## src/rtl/fetch_stage.sv

```systemverilog
// Instruction-fetch stage: owns the PC, keeps at most one imem request in flight, buffers responses in a 2-entry FIFO.
// Optional build macro FETCH_PERF_CNT_EN adds perf_fetched / perf_bubbles counters.
module fetch_stage #(
    parameter logic [31:0] RESET_PC  = 32'h0000_1000,
    parameter int          BUF_DEPTH = 2
) (
    input  logic        clock,
    input  logic        reset,
    input  logic        stall_in,
    input  logic        redirect_valid,
    input  logic [31:0] redirect_pc,
    output logic        imem_req,
    output logic [31:0] imem_addr,
    input  logic        imem_ready,
    input  logic        imem_rvalid,
    input  logic [31:0] imem_rdata,
    output logic        out_valid,
    output logic [31:0] out_pc,
    output logic [31:0] out_instruction
`ifdef FETCH_PERF_CNT_EN
    ,
    output logic [31:0] perf_fetched,
    output logic [31:0] perf_bubbles
`endif
);

    localparam logic [1:0]  DEPTH = 2'(BUF_DEPTH);
    localparam logic [31:0] NOP   = 32'h0000_0013;

    typedef enum logic [1:0] {
        S_FETCH,
        S_WAIT,
        S_DRAIN
    } state_t;

    state_t      state_q, state_d;
    logic [31:0] pc_q, pc_d;
    logic [31:0] req_pc_q, req_pc_d;
    logic [1:0]  count_q;
    logic        rd_ptr_q, wr_ptr_q;
    logic        push, pop;

    logic [31:0] buf_pc    [0:1];
    logic [31:0] buf_instr [0:1];

    logic unused_redirect_lsbs;
    assign unused_redirect_lsbs = ^redirect_pc[1:0];

    assign imem_addr = pc_q;

    always_comb begin
        // NOTE: every combinational output is given a default first, so no path can infer a latch.
        state_d  = state_q;
        pc_d     = pc_q;
        req_pc_d = req_pc_q;
        imem_req = 1'b0;
        push     = 1'b0;
        case (state_q)
            S_FETCH: begin
                imem_req = !reset && !redirect_valid && (count_q < DEPTH);
                if (imem_req && imem_ready) begin
                    req_pc_d = pc_q;
                    pc_d     = pc_q + 32'd4;
                    state_d  = S_WAIT;
                end
            end
            S_WAIT: begin
                // A redirect coinciding with the response kills it without needing DRAIN.
                if (redirect_valid) begin
                    state_d = imem_rvalid ? S_FETCH : S_DRAIN;
                end else if (imem_rvalid) begin
                    push    = 1'b1;
                    state_d = S_FETCH;
                end
            end
            S_DRAIN: begin
                if (imem_rvalid) state_d = S_FETCH;
            end
            default: state_d = S_FETCH;
        endcase
        if (redirect_valid) pc_d = {redirect_pc[31:2], 2'b00};
    end

    assign out_valid       = (count_q != 2'd0);
    assign out_pc          = out_valid ? buf_pc[rd_ptr_q] : 32'h0;
    assign out_instruction = out_valid ? buf_instr[rd_ptr_q] : NOP;
    assign pop             = out_valid && !stall_in && !redirect_valid;

    always_ff @(posedge clock) begin
        // NOTE: sequential state is updated with non-blocking assignments so every flop sees pre-edge values.
        if (reset) begin
            state_q  <= S_FETCH;
            pc_q     <= {RESET_PC[31:2], 2'b00};
            req_pc_q <= 32'h0;
            count_q  <= 2'd0;
            rd_ptr_q <= 1'b0;
            wr_ptr_q <= 1'b0;
        end else begin
            state_q  <= state_d;
            pc_q     <= pc_d;
            req_pc_q <= req_pc_d;
            if (redirect_valid) begin
                count_q  <= 2'd0;
                rd_ptr_q <= 1'b0;
                wr_ptr_q <= 1'b0;
            end else begin
                count_q <= count_q + {1'b0, push} - {1'b0, pop};
                if (push) wr_ptr_q <= ~wr_ptr_q;
                if (pop)  rd_ptr_q <= ~rd_ptr_q;
            end
        end
    end

    // NOTE: the payload array has no reset; count_q alone decides which entries are meaningful.
    always_ff @(posedge clock) begin
        if (push) begin
            buf_pc[wr_ptr_q]    <= req_pc_q;
            buf_instr[wr_ptr_q] <= imem_rdata;
        end
    end

`ifdef FETCH_PERF_CNT_EN
    always_ff @(posedge clock) begin
        if (reset) begin
            perf_fetched <= 32'h0;
            perf_bubbles <= 32'h0;
        end else begin
            if (pop)                    perf_fetched <= perf_fetched + 32'd1;
            if (!out_valid && !stall_in) perf_bubbles <= perf_bubbles + 32'd1;
        end
    end
`endif

endmodule

```

## config.mk

```make
export PLATFORM = sky130hd
export DESIGN_NAME = fetch_stage
export DESIGN_NICKNAME = d
export VERILOG_FILES = /design/src/rtl/fetch_stage.sv
export SDC_FILE = /design/constraint.sdc
export NUM_CORES = 1
export LEC_CHECK = 0
export BUFFER_PORTS_ARGS = -buffer_cell sky130_fd_sc_hd__buf_2
export CAP_MARGIN = 20
export CORE_ASPECT_RATIO = 0.6
export CORE_MARGIN = 5
export CORE_UTILIZATION = 29
export DETAILED_ROUTE_END_ITERATION = 12
export PLACE_DENSITY = 0.54
export SYNTH_ARGS = -nofsm -noshare
export SYNTH_HDL_FRONTEND = slang
export SYNTH_SLANG_ARGS = --single-unit
```

## constraint.sdc

```tcl
create_clock -name clock -period 5.18 [get_ports clock]
set_input_delay 0.259 -clock clock [delete_from_list [all_inputs] [get_ports clock]]
set_output_delay 0.259 -clock clock [all_outputs]
set_load 0.05 [all_outputs]
```

==> impl_metrics.tcl <==
set metrics [dict create \
    status "completed" \
    ys_seq_area_share_pct 64.5 \
    hold_path.class "input pin to register" \
    io_pins 168 \
    cts_num_sinks 191 \
    maxSlewViolCount 0 \
    n_antenna_cell 0 \
    async_flop_share_pct 0 \
    clk_pin_slew_ps 70 \
    ir_worst_vdd_v 0.000203 \
    fin_skew_ps 13.2 \
    htree_levels 4 \
    port-buffer-count 161 \
    routed_via_density 4.68 \
    start_kind "register" \
    clockBufferDepth 2 \
    synth_warnings 0 \
    required_ps 4920 \
    grt_pass1_wl_um 31800 \
    drt.antenna.violating_nets 0 \
    relSlewSlack_pct 37.4 \
    drt_first_iter_violations 379 \
    grt_max_degree 63 \
    synth_cell_types 56 \
    powerDensity_nw_per_um2 329 \
    max_freq_mhz 366 \
    drive_gt1_share_pct 24.9 \
    die_h_um 138 \
    hold_violations 0 \
    synth_cells 676 \
    core_area_um2 26500 \
    gp_congestion 0.798 \
    maxCapViolations 0 \
    synth_ff_type "edfxtp_1" \
    rsz0062_at_grt "false" \
    fin_crit_sh_pct 52.8 \
    crit_arrival_ps 2470 \
    dieArea_um2 30600 \
    crit_type "register to output pin" \
    area_growth_pct 25.8 \
    utilization_pct 37.2 \
    initial_core_util_pct 29.6 \
    placementRows 46 \
    cts_tree "done" \
    worstMarginPinSlew_ps 935 \
    track_usage_pct 13.5 \
    end_kind "output pin" \
    final.setup.tns_ps 0 \
    synth-seq-cells 191 \
    mostFrequentLayoutCells "162 x buf_2, 124 x edfxtp_1, 86 x nand2_1" \
    synth_edf_count 124 \
    antenna_found_initial 0 \
    grt_pass1_vias 5472 \
    cts_root_buffer "clkbuf_16" \
    drc_errors 0 \
    drt_wl_total_um 20700 \
    leakagePower_nw 3.53 \
    wl_per_cell_um 16.9 \
    cp_max_fo 33 \
    setup_viol 0 \
    die_width_um 223 \
    clkLatencyLatePin_ps 440 \
    first_pass_iters 5 \
    cts_setup_buffers 0 \
    min_period_ps 2730 \
    syn_area_per_cell_um2 11.6 \
    final_common_cell "buf_2" \
    vias 5735 \
    layout.nets 925 \
    place_hpwl_um 14100 \
    cts_buffers 17 \
    syn-cell-area_um2 7860 \
    grt-ovfl-total 0 \
]
==> kinds of logic after synthesis <==
family | synth area share (%)
AO/OA/AOI/OAI | 8.36
XOR/XNOR | 0.780
adder cells (fa/ha/maj) | 0.478
buffers and inverters | 3.74
flip-flops | 64.5
multiplexers | 8.04
other | 0.0477
AND/OR/NAND/NOR | 14.1
==> sequential cells by signal (all words and copies together), names as in the netlist, named ones only <==
| name | count |
|---|---|
| req_pc_q | 30 |
| buf_instr | 64 |
| count_q | 2 |
| imem_addr | 30 |
| rd_ptr_q | 1 |
| state_q | 2 |
| wr_ptr_q | 1 |
| buf_pc | 60 |
==> per-layer routing <==
layer,wire length (µm),part of all wire [%],up-vias,global-route usage [%]
li1,-,-,2792,-
met2,8840,43,144,19.4
met4,136,0.66,0,2.75
met1,10500,51,2788,20.0
met5,0,0,-,0
met3,1150,5.6,11,4.20
==> synthesized netlist by cell type, drive strengths merged (7+ instances only) <==
| cell type | n | area share [%] |
|---|---|---|
| a21oi | 55 | 3.5 |
| nor4 | 11 | 0.88 |
| clkbuf | 28 | 1.4 |
| nor2 | 76 | 3.6 |
| nand2 | 87 | 4.2 |
| nor3 | 7 | 0.45 |
| edfxtp | 124 | 47 |
| nand4 | 10 | 0.80 |
| o21ai | 15 | 0.96 |
| inv | 13 | 0.62 |
| buf | 19 | 1.7 |
| dfxtp | 67 | 17 |
| mux2i | 62 | 7.9 |
| a31oi | 12 | 0.96 |
| nand3 | 12 | 0.83 |
==> where the power goes <==
part / internal, mW / switching, mW / total, mW
logic: 0.0756 / 0.152 / 0.227
registers: 1.64 / 0.0334 / 1.67
clock network: 0.779 / 0.578 / 1.36
==> per-stage QoR <==
step / instance area, µm² / std cells / hold WS (ps) / power [mW] / setup slack, ps
2_1_floorplan: 7870 / 679 / 338 / 1.84 / 1100
3_3_place_gp: 8960 / 1161 / 436 / 1.91 / 2050
3_5_place_dp: 8970 / 1162 / 442 / 1.92 / 2550
4_1_cts: 9860 / 1223 / 0.951 / 3.29 / 2360
5_1_grt: 9880 / 1225 / 2.82 / 3.38 / 2270
6_report: 9880 / 1225 / 27.2 / 3.26 / 2450
==> worst max-delay path, stage by stage, from the launching register on <==
cell,delay (ps)
dfxtp_4,730
buf_4,600
mux2i_1,150
nor2_1,220
buf_2,310
==> final cells by class <==
cell class                 count  area [µm²]
fill                        2665       16700
sequential                   191        5070
multi-input combinational    428        2530
timing repair buffer         201        1180
clock buffer                  21         450
tap                          360         450
clock inverter                11         151
inverter                      13        48.8
==> worst paths after layout <==
check / end / cells past startpoint / slack [ps] / startpoint
min: buf_instr[1][9]$_DFFE_PP_ / 1 / 30 / imem_rdata[9]
min reg2reg: buf_pc[1][16]$_DFFE_PP_ / 0 / 450 / req_pc_q[16]$_SDFFE_PP0P_
max reg2reg: buf_instr[0][18]$_DFFE_PP_ / 5 / 2630 / state_q[0]$_SDFFE_PP0P_
max: out_pc[6] / 4 / 2450 / register
==> repair_timing <==
action,in CTS,in global routing
hold buffers,29,2
endpoints found under the hold margin,57,4
gates resized for setup,0,0
setup endpoints to repair,0,0
No activity file was read; power rests on OpenSTA's default activity.
